--- src/rtl/night_rider_decoder_if.sv ---
// LED bus between the night-rider generator (master) and its receive-side
// checker (slave): the sampled LED vector plus the checker's status outputs.
interface night_rider_decoder_if #(
  parameter int N     = 8,
  parameter int CNT_W = 8
);
  logic [N-1:0]         led_in;
  logic                 led_valid;
  logic [$clog2(N)-1:0] pos;
  logic                 dir;
  logic                 locked;
  logic                 step_ok;
  logic                 err;
  logic [CNT_W-1:0]     err_cnt;

  modport master (
    output led_in, led_valid,
    input  pos, dir, locked, step_ok, err, err_cnt
  );

  modport slave (
    input  led_in, led_valid,
    output pos, dir, locked, step_ok, err, err_cnt
  );
endinterface

--- src/rtl/night_rider_decoder.sv ---
// Receive-side checker for the night-rider LED bus. Decodes the lit LED of
// each accepted one-hot sample, tracks the bounce direction, locks after
// LOCK_CNT consecutive correct steps and counts protocol violations.
module night_rider_decoder #(
  parameter int N        = 8,
  parameter int LOCK_CNT = 4,
  parameter int CNT_W    = 8
) (
  input  logic                 clk,
  input  logic                 rst,
  night_rider_decoder_if.slave bus
);
  localparam int PW = $clog2(N);
  localparam int GW = $clog2(LOCK_CNT + 1);
  localparam logic signed [PW:0] ONE = 1;

  typedef enum logic [1:0] {HUNT, FIRST, TRACK, LOCK} state_t;

  state_t           state_p1;
  logic [PW-1:0]    pos_p1;
  logic             dir_p1;
  logic             locked_p1;
  logic             step_ok_p1;
  logic             err_p1;
  logic [CNT_W-1:0] err_cnt_p1;
  logic [GW-1:0]    good_cnt_p1;

  logic             onehot;
  logic [PW-1:0]    idx;
  logic [PW-1:0]    exp_idx;
  logic             exp_dir;
  logic             tracking;
  logic             good;

  function automatic logic [CNT_W-1:0] sat_inc(input logic [CNT_W-1:0] c);
    return (&c) ? c : c + CNT_W'(1);
  endfunction

  function automatic logic is_adjacent(input logic [PW-1:0] a, input logic [PW-1:0] b);
    logic signed [PW:0] d;
    d = $signed({1'b0, a}) - $signed({1'b0, b});
    return (d == ONE) || (d == -ONE);
  endfunction

  // Stage 0: decode the incoming sample and judge it against the tracked position
  always_comb begin
    onehot = (bus.led_in != '0) && ((bus.led_in & (bus.led_in - N'(1))) == '0);
    idx = '0;
    for (int i = 0; i < N; i++) begin
      if (bus.led_in[i]) idx = PW'(i);
    end
    if (dir_p1) begin
      if (pos_p1 < PW'(N - 1)) begin
        exp_idx = pos_p1 + PW'(1);
        exp_dir = 1'b1;
      end else begin
        exp_idx = PW'(N - 2);
        exp_dir = 1'b0;
      end
    end else begin
      if (pos_p1 != '0) begin
        exp_idx = pos_p1 - PW'(1);
        exp_dir = 1'b0;
      end else begin
        exp_idx = PW'(1);
        exp_dir = 1'b1;
      end
    end
    tracking = (state_p1 == FIRST) || (state_p1 == TRACK) || (state_p1 == LOCK);
    case (state_p1)
      FIRST:       good = onehot && is_adjacent(idx, pos_p1);
      TRACK, LOCK: good = onehot && (idx == exp_idx);
      default:     good = onehot;
    endcase
  end

  // Stage 1: tracker FSM with registered outputs
  always_ff @(posedge clk) begin
    if (rst) begin
      state_p1    <= HUNT;
      pos_p1      <= '0;
      dir_p1      <= 1'b1;
      locked_p1   <= 1'b0;
      step_ok_p1  <= 1'b0;
      err_p1      <= 1'b0;
      err_cnt_p1  <= '0;
      good_cnt_p1 <= '0;
    end else begin
      step_ok_p1 <= 1'b0;
      err_p1     <= 1'b0;
      if (bus.led_valid) begin
        if (!tracking) begin
          locked_p1 <= 1'b0;
          if (onehot) begin
            pos_p1   <= idx;
            state_p1 <= FIRST;
          end else begin
            err_p1     <= 1'b1;
            err_cnt_p1 <= sat_inc(err_cnt_p1);
            state_p1   <= HUNT;
          end
        end else if (!good) begin
          err_p1      <= 1'b1;
          err_cnt_p1  <= sat_inc(err_cnt_p1);
          locked_p1   <= 1'b0;
          good_cnt_p1 <= '0;
          if (onehot) begin
            pos_p1   <= idx;
            state_p1 <= FIRST;
          end else begin
            state_p1 <= HUNT;
          end
        end else begin
          step_ok_p1 <= 1'b1;
          pos_p1     <= idx;
          case (state_p1)
            FIRST: begin
              dir_p1      <= (idx > pos_p1);
              good_cnt_p1 <= GW'(1);
              if (LOCK_CNT == 1) begin
                state_p1  <= LOCK;
                locked_p1 <= 1'b1;
              end else begin
                state_p1  <= TRACK;
              end
            end
            TRACK: begin
              dir_p1      <= exp_dir;
              good_cnt_p1 <= good_cnt_p1 + GW'(1);
              if (good_cnt_p1 + GW'(1) == GW'(LOCK_CNT)) begin
                state_p1  <= LOCK;
                locked_p1 <= 1'b1;
              end
            end
            default: begin
              dir_p1 <= exp_dir;
            end
          endcase
        end
      end
    end
  end

  assign bus.pos     = pos_p1;
  assign bus.dir     = dir_p1;
  assign bus.locked  = locked_p1;
  assign bus.step_ok = step_ok_p1;
  assign bus.err     = err_p1;
  assign bus.err_cnt = err_cnt_p1;
endmodule

--- src/flat_wrapper.sv ---
// flat-port wrapper written by rule: the top's interface ports become plain ports
module night_rider_decoder_flat 
#(
  parameter int N        = 8,
  parameter int LOCK_CNT = 4,
  parameter int CNT_W    = 8
)
  (clk, rst, bus_led_in, bus_led_valid, bus_pos, bus_dir, bus_locked, bus_step_ok, bus_err, bus_err_cnt);
  night_rider_decoder_if #(.N(N), .CNT_W(CNT_W)) bus_i ();
  input  logic clk;
  input  logic rst;
  input wire logic [$bits(bus_i.led_in)-1:0] bus_led_in;
  input wire logic [$bits(bus_i.led_valid)-1:0] bus_led_valid;
  output wire logic [$bits(bus_i.pos)-1:0] bus_pos;
  output wire logic [$bits(bus_i.dir)-1:0] bus_dir;
  output wire logic [$bits(bus_i.locked)-1:0] bus_locked;
  output wire logic [$bits(bus_i.step_ok)-1:0] bus_step_ok;
  output wire logic [$bits(bus_i.err)-1:0] bus_err;
  output wire logic [$bits(bus_i.err_cnt)-1:0] bus_err_cnt;
  assign bus_i.led_in = bus_led_in;
  assign bus_i.led_valid = bus_led_valid;
  assign bus_pos = bus_i.pos;
  assign bus_dir = bus_i.dir;
  assign bus_locked = bus_i.locked;
  assign bus_step_ok = bus_i.step_ok;
  assign bus_err = bus_i.err;
  assign bus_err_cnt = bus_i.err_cnt;
  night_rider_decoder #(.N(N), .LOCK_CNT(LOCK_CNT), .CNT_W(CNT_W)) u_core (.clk(clk), .rst(rst), .bus(bus_i));
endmodule
--- config.mk ---
export PLATFORM = sky130hd
export DESIGN_NAME = night_rider_decoder_flat
export DESIGN_NICKNAME = d
export VERILOG_FILES = /design/src/rtl/night_rider_decoder_if.sv /design/src/rtl/night_rider_decoder.sv /design/src/flat_wrapper.sv
export SDC_FILE = /design/constraint.sdc
export NUM_CORES = 1
export LEC_CHECK = 0
export CORE_ASPECT_RATIO = 1.4
export CORE_MARGIN = 3
export CORE_UTILIZATION = 40
export DETAILED_ROUTE_END_ITERATION = 10
export GPL_TIMING_DRIVEN = 0
export PLACE_DENSITY = 0.68
export SLEW_MARGIN = 0
export SYNTH_ARGS = -nofsm -noshare
export SYNTH_HDL_FRONTEND = slang
export SYNTH_SLANG_ARGS = --single-unit
export TNS_END_PERCENT = 10
--- constraint.sdc ---
create_clock -name clk -period 3.6 [get_ports clk]
set_clock_uncertainty 0.2 [all_clocks]
set_input_delay 0.9 -clock clk [delete_from_list [all_inputs] [get_ports clk]]
set_output_delay 0.9 -clock clk [all_outputs]
set_load 0.005 [all_outputs]
### Word-level counts from Yosys, hierarchy flattened

Cells that the tools add are included.

* add/sub/neg operators: 6
* $lt $le $gt $ge: 2
* equal/unequal tests: 14
* multiplexer cells: 37
* bitwise gates (word level): 3
* reduce and logical (&&, ||, !) cells: 18

Operator list (number)
* $mux 3: 11
* $mux 8: 4
* $reduce_and 3->1: 5
* $mux 1: 14
* $mux 2: 5
* $ne 3x3->1 const B: 3
* $add 8x1->8 const B: 1
* $and 8x8->8: 1
* $logic_not 8->1: 1
* $ne 4x4->1 const B: 2
* $reduce_and 8->1: 1
* $reduce_bool 8->1: 1
* $sub 8x1->8 const B: 1
* $add 3x1->3 const B: 2
* $pmux 3 s2: 1
* $eq 2x2->1 const B: 2
* $eq 4x1->1 const B: 1
* $eq 4x2->1 const B: 1
* $ne 2x2->1 const B: 2
* $pmux 2 s2: 1
* $reduce_or 2->1: 2
* $sub 3x3->4: 1
* $eq 3x3->1: 1
* $eq 3x3->1 const B: 1
* 10 further kinds: 15

* register bits after elaboration: 20
* bits of input ports: 11
* output and inout bits: 15
* logic and storage cells: 88

### Depth between registers and ports, before layout

Gate-level depths: netlist of run 1.

* depth after elaboration: 14
* depth in mapped cells: 13
* gate-level depth less buffers: 13

### Worst setup path before layout of run 1

Ideal clock, no wire load.

* path kind: input-to-reg
* start point: in bus_led_in[1]
* end point: reg u_core.err_cnt_p1[2], in the netlist u_core.bus.err_cnt[2]
* setup time: 0.121 ns
* arrival time: 3.427 ns
* data required time: 3.279 ns
* setup slack: -0.147 ns
* stages: 12
* buffers on the path: 0
* cell sequence: nor2b_1 -> o21ai_1 -> and2_1 -> ha_1 -> fa_1 -> inv_1 -> fa_1 -> a2111o_1 -> and3_1 -> o41a_2 -> o21ai_1 -> mux2_2

* cells in the longest elaborated chain, start to end: 14
* elaborated cells between the ends (all ways): 23
* those cells by class: add/sub (2); eq/ne (5); mux (8); bitwise (1); reduce/logical (7)

RTL lines
* from (decl): RTL line flat_wrapper.sv:12 `input wire logic [$bits(bus_i.led_in)-1:0] bus_led_in;`
* $mux 1: RTL line night_rider_decoder.sv:50 `if (bus.led_in[i]) idx = PW'(i);`
* $mux 2 (2 in series): RTL line night_rider_decoder.sv:50
* $mux 3 (4 in series): RTL line night_rider_decoder.sv:50
* $sub 3x3->4: RTL line night_rider_decoder.sv:41 `d = $signed({1'b0, a}) - $signed({1'b0, b});`
* $eq 4x2->1 / $eq 4x1->1 (equally long branches): RTL line night_rider_decoder.sv:42 `return (d == ONE) || (d == -ONE);`
* $logic_or 1x1->1: RTL line night_rider_decoder.sv:42
* $logic_and 1x1->1: RTL line night_rider_decoder.sv:71 `FIRST: good = onehot && is_adjacent(idx, pos_p1);`
* $pmux 1 s2: RTL line night_rider_decoder.sv:70 `case (state_p1)`
* $ne 2x2->1 (no line)
* $reduce_and 3->1 (no line) (*)
* to (signal assigned): RTL line night_rider_decoder.sv:99 `err_cnt_p1 <= sat_inc(err_cnt_p1);`
* to (signal assigned): RTL line night_rider_decoder.sv:104 `err_cnt_p1 <= sat_inc(err_cnt_p1);`
* to (decl): RTL line night_rider_decoder.sv:25 `logic [CNT_W-1:0] err_cnt_p1;`

Mark *: on every way between the ends. The rest lies on a longest branch, timed or not.
A chain may end at the register's enable or synchronous reset.

### Final worst setup path of run 1

* start point: in bus_led_in[2]
* end point: reg u_core.err_cnt_p1[4], in the netlist u_core.bus.err_cnt[4]

* cells in the longest elaborated chain, start to end: 13
* elaborated cells between the ends (all ways): 22
* those cells by class: add/sub (2); eq/ne (5); mux (7); bitwise (1); reduce/logical (7)

RTL lines (RTL line)
* $mux 2 (2 in series): night_rider_decoder.sv:50
* $mux 3 (4 in series): night_rider_decoder.sv:50
* $sub 3x3->4: night_rider_decoder.sv:41
* $eq 4x2->1 / $eq 4x1->1 (equally long branches): night_rider_decoder.sv:42
* $logic_or 1x1->1: night_rider_decoder.sv:42
* $logic_and 1x1->1: night_rider_decoder.sv:71
* $pmux 1 s2: night_rider_decoder.sv:70
* $ne 2x2->1 (no line)
* $reduce_and 3->1 (no line) (*)

Marked as above.

==> summary.md, run 1 <==
| Metric | Value |
|---|---|
| Share of Yosys cell area claimed by the top area cell type | `0.2426` |
| Mapped Avg Cell Area | `8.252 sq um` |
| Routed WL | `4.350 mm` |
| Status | `finished with violations` |
| Starting Density | `0.4175` |
| Worst-path fanout max | `7` |
| Vias | `between 1500 and 2000` |
| Net Count, Synth | `227` |
| DRT iter0 DRCs | `51` |
| Vias per cell | `a little under 6` |
| Arrival time worst endpoint | `between 3 and 4 ns` |
| Routed len/inst | `15.05 um` |
| Max Freq | `between 0.2 and 0.3 GHz` |
| Cell Pwr Density | `approximately 240 nW/um^2` |
| Distinct cells, synth | `between 50 and 60` |
| TritonCTS Sinks | `20` |
| LEAKAGE | `around 0.9 nW` |
| Most frequent cell after synthesis | `dfxtp_1` |
| Final Hold Viols | `0` |
| Slew HR | `0.4658` |
| Layout cells sized above 1 | `0.2602` |
| Count of non-filler cells in the finished layout | `289` |
| Final setup TNS | `-0.2693 ns` |
| Area of the die | `between 4000 and 5000 sq um` |
| Biggest area consumer among synthesized cells | `dfxtp_1` |
| MaxCap Viol Count | `0` |
| Synth top cells by count | `dfxtp_1, nor2_1, ha_1` |
| Syn Inst Count | `200` |
| Yosys reg bits | `20` |
| Post-synthesis sequential area ratio | `0.2426` |
| Setup Crit Path Kind | `in -> reg` |
| Total GRT Usage | `0.1873` |
| Rows | `27` |
| Tightest Pin Transition | `just under 0.8 ns` |
| CP endpoint kind | `register` |
| Vias in the first global route | `between 1500 and 2000` |
| CTS Root Cell | `clkbuf_8` |
| Core ar. | `roughly 4000 sq um` |
| CTS max path bufs | `2` |
| Synth Warn # | `0` |
| Maximum VDD drop | `around 0.22 mV` |
| Final period utilization | `1.016` |
| I/O Buffers | `23` |
| Total CTS buffers | `3` |
| Netlist Area Pre-Place | `1650 sq um` |
| Number of fill cells | `334` |
| Ant diodes | `0` |
| Slew Viols, Final | `0` |
| CTS H-Tree Depth | `1` |
| Post-synth top flop | `dfxtp_1` |
| Min-Delay Path Class | `reg -> reg` |
| DIE HEIGHT | `about 82 um` |
| Setup WS pre-CTS | `-0.9516 ns` |
| Clk_lat worst skew | `between 0.2 and 0.3 ns` |
| Die Wd | `about 60 um` |
| 1st-pass router iterations | `4` |
| EDFF count, synth | `0` |
| DRC viols | `0` |
| Most area-consuming cells after synthesis | `dfxtp_1, ha_1, nor2_1` |
| Antenna-violating nets left | `0` |
| CTS tree | `built` |
| Setup ws final | `-0.05903 ns` |
| Crit start category | `primary input` |
| Final Setup Violations | `7` |
| Hold Buf Count CTS | `0` |
| Area delta synth->final | `40.48%` |
| Final nets | `274` |
| Post-DP HPWL | `2.967 mm` |
| Clk slew on worst S/H paths | `about 0.080 ns` |
| First-pass GRT wire length | `approximately 7.3 mm` |
| Cells after DPL | `roughly 270` |
| Min Tclk post-route | `about 3.7 ns` |
| Failing checks | `setup timing` |
| Remaining global-route overflow | `0` |
| I/O pins | `26` |
| CP required | `around 3.6 ns` |
| Asr flop ratio synth | `0` |
| Largest net degree at the start of global routing | `13` |
| RSZ-0062 raised after global routing | `yes` |
| Routability cong. | `slightly above 0.8` |
| Initial antenna violation count | `0` |
==> area by class of cell <==
class                           count  area, sq um  share of cell area
Multi-Input combinational cell    162         1341              0.5785
Sequential cell                    20        400.4              0.1727
Timing Repair Buffer               42        384.1              0.1657
Tap cell                           43        53.80             0.02321
Inverter                           14        52.55             0.02267
Clock buffer                        3        41.29             0.01781
Clock inverter                      1        30.03             0.01295
Buffer                              4        15.01            0.006476
==> per-layer routing <==
layer  track usage  part of all wire  wire [um]  up-vias
met4       0.07095            0.0083         36        0
met5             0                 0          0        -
li1              -                 -          -      832
met2        0.3323              0.53       2290       41
met3       0.02044             0.036        155        5
met1        0.2257              0.43       1868      816
==> what timing repair did <==
action,in CTS,in global routing
cloned,0,0
buffers inserted,16,3
pin swaps,14,12
resized for setup,63,9
setup endpoints to repair,17,15
hold endpoints to repair,0,0
==> metrics by stage <==
stage	hold WS, ns	utilization	instance area, sq um	power [W]
final	0.3074	0.5866	2318	0.0005668
after global routing	0.3515	0.5866	2318	0.0005872
after CTS	0.3174	0.5692	2250	0.0005608
after detailed placement	0.3027	0.4935	1951	0.0003117
after global placement	0.2985	0.4935	1951	0.0003112
after floorplan	0.2782	-	1667	0.0002798
==> state kept, by name (all words and copies together), names as in the netlist <==
signal              flops
u_core.bus.dir          1
u_core.bus.err          1
u_core.bus.err_cnt      8
u_core.bus.locked       1
u_core.bus.pos          3
u_core.bus.step_ok      1
u_core.good_cnt_p1      3
u_core.state_p1         2
==> kinds of logic (layout without fill, tap and decap cells) <==
group                    Yosys count  count (layout)  share of synthesized area
AND/OR/NAND/NOR                   76              76                     0.2449
AO/OA/AOI/OAI                     57              57                     0.2601
flip-flops                        20              20                     0.2426
buffers and inverters             18              64                    0.04094
adder cells (fa/ha/maj)           17              17                     0.1365
multiplexers                       9               9                    0.05913
XOR/XNOR                           3               3                    0.01592
==> power by group <==
group | internal [W] | switching (W)
clock network | 0.000149 | 0.0000833
logic | 0.0000521 | 0.0000534
registers | 0.000224 | 0.00000499
==> critical path, stage by stage <==
cell and delay, ns:
buf_8 0.10, nor2b_4 0.10, o21ai_2 0.08, and2_4 0.15, ha_4 0.15, fa_2 0.34
inv_2 0.06, fa_1 0.41, nor2b_1 0.15, nand4b_1 0.17, nand3_2 0.13, o32a_4 0.39
a21oi_2 0.18, mux2_4 0.31
==> final timing paths <==
path	from	endpoint	slack [ns]	cells after the start
setup reg to reg	u_core.bus.pos[0]	u_core.bus.err_cnt[4]	0.53	10
hold reg to reg	u_core.good_cnt_p1[2]	u_core.good_cnt_p1[2]	0.31	2
hold / removal	u_core.good_cnt_p1[2]	u_core.good_cnt_p1[2]	0.31	2
setup / recovery	bus_led_in[2]	u_core.bus.err_cnt[4]	-0.06	14
==> cells in the final DEF (no fill, tap or decap), types with 6 or more instances in the layout <==
cell,netlist,final
nand2_1,10,10
nor2_1,19,18
clkdlybuf4s50_1,0,16
nor2b_1,9,8
nand3_1,7,6
a21oi_1,13,7
ha_1,14,13
buf_4,0,19
mux2_4,0,6
nor3_1,6,6
inv_1,13,11
o21ai_0,9,9
dfxtp_1,20,20
Note: power is estimated with default switching activity, not from simulation.
==> run 2: changes to the inputs <==
--- a/config.mk
+++ b/config.mk
@@ -5,12 +5,13 @@
 export SDC_FILE = /design/constraint.sdc
 export NUM_CORES = 1
 export LEC_CHECK = 0
+export CAP_MARGIN = 20
 export CORE_ASPECT_RATIO = 1.4
 export CORE_MARGIN = 3
-export CORE_UTILIZATION = 40
+export CORE_UTILIZATION = 38
 export DETAILED_ROUTE_END_ITERATION = 10
 export GPL_TIMING_DRIVEN = 0
-export PLACE_DENSITY = 0.68
+export PLACE_DENSITY = 0.65
 export SLEW_MARGIN = 0
 export SYNTH_ARGS = -nofsm -noshare
 export SYNTH_HDL_FRONTEND = slang
==> run 2 against run 1 <==
Via count decreased by 1.4%. Critical path type unchanged. Die area increased by 4.8%. Highest routed layer unchanged. Power increased by 0.17%. Non-clock buffer count decreased by 6. Hold slack improved by 0.0083 ns. Sequential power about the same. The flow still finishes with violations (setup timing).
==> summary.md, run 2 (synthesized netlist as in run 1, its figures left out) <==
| Metric | Value |
|---|---|
| Remaining global-route overflow | `0 (unchanged)` |
| Rows | `27 (unchanged)` |
| Reg2reg end | `u_core.bus.err_cnt[6]` |
| Max Freq | `0.2736 GHz (+0.11%)` |
| Initial antenna violation count | `0 (unchanged)` |
| CTS tree | `built` |
| Vias per cell | `5.901 (+0.67%)` |
| CTS H-Tree Depth | `1 (unchanged)` |
| Worst R2R Setup Slack | `0.54 ns (about the same)` |
| Crit start category | `primary input` |
| Starting Density | `0.4071 (-0.01044)` |
| DRC viols | `0 (unchanged)` |
| Total GRT Usage | `0.1761 (-0.01114)` |
| Critical R2R Launch | `u_core.bus.pos[0]` |
| I/O Buffers | `23 (unchanged)` |
| 1st-pass router iterations | `4 (unchanged)` |
| CP startpoint | `bus_led_in[2]` |
| Critical path's slowest cell | `fa_1` |
| CP endpoint kind | `register` |
| CP required | `3.57 ns (about the same)` |
| Status | `finished with violations` |
| CTS max path bufs | `2 (unchanged)` |
| MaxCap Viol Count | `0 (unchanged)` |
| Setup Crit Path Kind | `in -> reg` |
| Slew HR | `0.4947 (+0.02896)` |
| Worst Reg2Reg Path Length in Cells | `10 (unchanged)` |
| DRT iter0 DRCs | `43 (-16%)` |
| LEAKAGE | `0.8705 nW (-3.6%)` |
| M1 WL | `1.894 mm (+1.4%)` |
| Met2 WL | `2.235 mm (-2.4%)` |
| Hold Buf Count CTS | `0 (unchanged)` |
| Die Wd | `61.70 um (+2.3%)` |
| I/O pins | `26 (unchanged)` |
| Routed len/inst | `15.17 um (+0.81%)` |
| Crit path cell chain | `buf_8 > nor2b_4 > o21ai_2 > and2_4 > ha_4 > fa_2 > inv_2 > fa_1 > nor2b_1 > nand4b_1 > nand3_2 > o32a_4 > a21oi_4 > mux2_4` |
| Core ar. | `4054 sq um (+2.6%)` |
| Fin area | `2263 sq um (-2.4%)` |
| Area of the die | `5181 sq um (+4.8%)` |
| Final period utilization | `1.015 (-0.001081)` |
| Arrival time worst endpoint | `3.62 ns (about the same)` |
| Area delta synth->final | `37.15%` |
| Vias | `1670 (-1.4%)` |
| Max reg flops | `8 (unchanged)` |
| Vias in the first global route | `1584 (-4.5%)` |
| Final Setup Violations | `6 (-1)` |
| Slew Viols, Final | `0 (unchanged)` |
| CTS Root Cell | `clkbuf_8` |
| Delay-heaviest family, CP | `adder cells` |
| DR top layer | `met4` |
| Failing checks | `setup timing` |
| Antenna-violating nets left | `0 (unchanged)` |
| DIE HEIGHT | `83.98 um (+2.4%)` |
| Cells after DPL | `266 (unchanged)` |
| Largest net degree at the start of global routing | `13 (unchanged)` |
| Post-DP HPWL | `3.026 mm (+2.0%)` |
| Total CTS buffers | `3 (unchanged)` |
| Min Tclk post-route | `3.655 ns (-0.003892 ns)` |
| Maximum VDD drop | `0.2064 mV (-5.1%)` |
| Most common cell after layout, fill and taps aside | `dfxtp_1` |
| RSZ-0062 raised after global routing | `yes` |
| Worst setup path endpoint | `u_core.bus.err_cnt[6]` |
| Number of fill cells | `380 (+14%)` |
| Met3 routed WL | `105 um (-32%)` |
| Final nets | `268 (-2.2%)` |
| Routed WL | `4.294 mm (-1.3%)` |
| Clk slew on worst S/H paths | `0.08 ns (about the same)` |
| Most frequent cells in the layout | `dfxtp_1, nor2_1, clkdlybuf4s50_1` |
| Min-Delay Path Class | `reg -> reg` |
| Layout cells sized above 1 | `0.2417 (-0.01850)` |
| Post-DP Area | `1951 sq um (unchanged)` |
| Count of non-filler cells in the finished layout | `283 (-2.1%)` |
| Delay of the slowest critical-path stage | `0.44 ns (+0.03 ns)` |
| Tightest Pin Transition | `0.7553 ns (-0.03990 ns)` |
| Ant diodes | `0 (unchanged)` |
| Setup ws final | `-0.05514 ns (+0.003892 ns)` |
| Worst-path fanout max | `6 (-1)` |
| Final Hold Viols | `0 (unchanged)` |
| Clk_lat worst skew | `0.27 ns (about the same)` |
| Setup WS pre-CTS | `-1.009 ns (-0.05696 ns)` |
| Cell Pwr Density | `250.8 nW/um^2 (+2.6%)` |
| CP bufs+invs | `2 (unchanged)` |
| Routability cong. | `0.8173 (+1.6%)` |
| First-pass GRT wire length | `7.189 mm (-1.2%)` |
| Critical path depth | `14 (unchanged)` |
| TritonCTS Sinks | `20 (unchanged)` |
[run 2: final cells by class]
cell class                      count  area, sq um  share of cell area
Tap cell                           43        53.80             0.02377
Timing Repair Buffer               36        345.3              0.1526
Multi-Input combinational cell    162         1325              0.5854
Inverter                           14        52.55             0.02322
Clock buffer                        3        41.29             0.01824
Clock inverter                      1        30.03             0.01327
Sequential cell                    20        400.4              0.1769
Buffer                              4        15.01            0.006634
[run 2: timing repair]
item	CTS	global route
endpoints found under the hold margin	0	0
endpoints found under the setup margin	17	15
resized for setup	64	10
pin swaps	14	8
setup buffers	10	3
[run 2: through the flow]
stage,util,setup TNS [ns],hold slack (ns),total power (W)
after floorplan,-,-1.051,0.2782,0.0002798
after CTS,0.5423,-0.4503,0.3208,0.0005674
final,0.5583,-0.2599,0.3157,0.0005677
after global routing,0.5583,-0.8835,0.3640,0.0005890
after global placement,0.4812,-13.96,0.2991,0.0003119
after detailed placement,0.4812,-14.79,0.3086,0.0003127
[run 2: routing by layer]
layer / up-vias / track usage
li1: 826 / -
met3: 5 / 0.02012
met4: 0 / 0.06757
met5: - / 0
met1: 806 / 0.2218
met2: 33 / 0.2936
[run 2: power by group]
group / total [W] / internal, W / switching [W]
Combinational: 0.000102 / 0.0000498 / 0.0000523
Sequential: 0.000229 / 0.000224 / 0.00000502
Clock: 0.000236 / 0.000149 / 0.0000874
Total: 0.000568 / 0.000423 / 0.000145
[run 2: how the worst min path moves through the flow]
stage	startpoint	end	slack, ns	cells past startpoint
final	u_core.good_cnt_p1[2]	u_core.good_cnt_p1[2]	0.32	2
after global routing	u_core.good_cnt_p1[2]	u_core.good_cnt_p1[2]	0.36	2
after CTS	u_core.good_cnt_p1[1]	u_core.good_cnt_p1[1]	0.32	2
after detailed placement	u_core.good_cnt_p1[1]	u_core.good_cnt_p1[1]	0.31	2
after global placement	u_core.good_cnt_p1[2]	u_core.good_cnt_p1[2]	0.30	2
after floorplan	u_core.good_cnt_p1[2]	u_core.good_cnt_p1[2]	0.28	2
[run 2: worst reg2reg max path, delay by kind of cell (launching register included)]
family,cells,cell delay [ns]
adder cells (fa/ha/maj),3,0.98
multiplexers,1,0.30
AO/OA/AOI/OAI,2,0.57
AND/OR/NAND/NOR,3,0.43
buffers and inverters,1,0.06
flip-flops,1,0.41
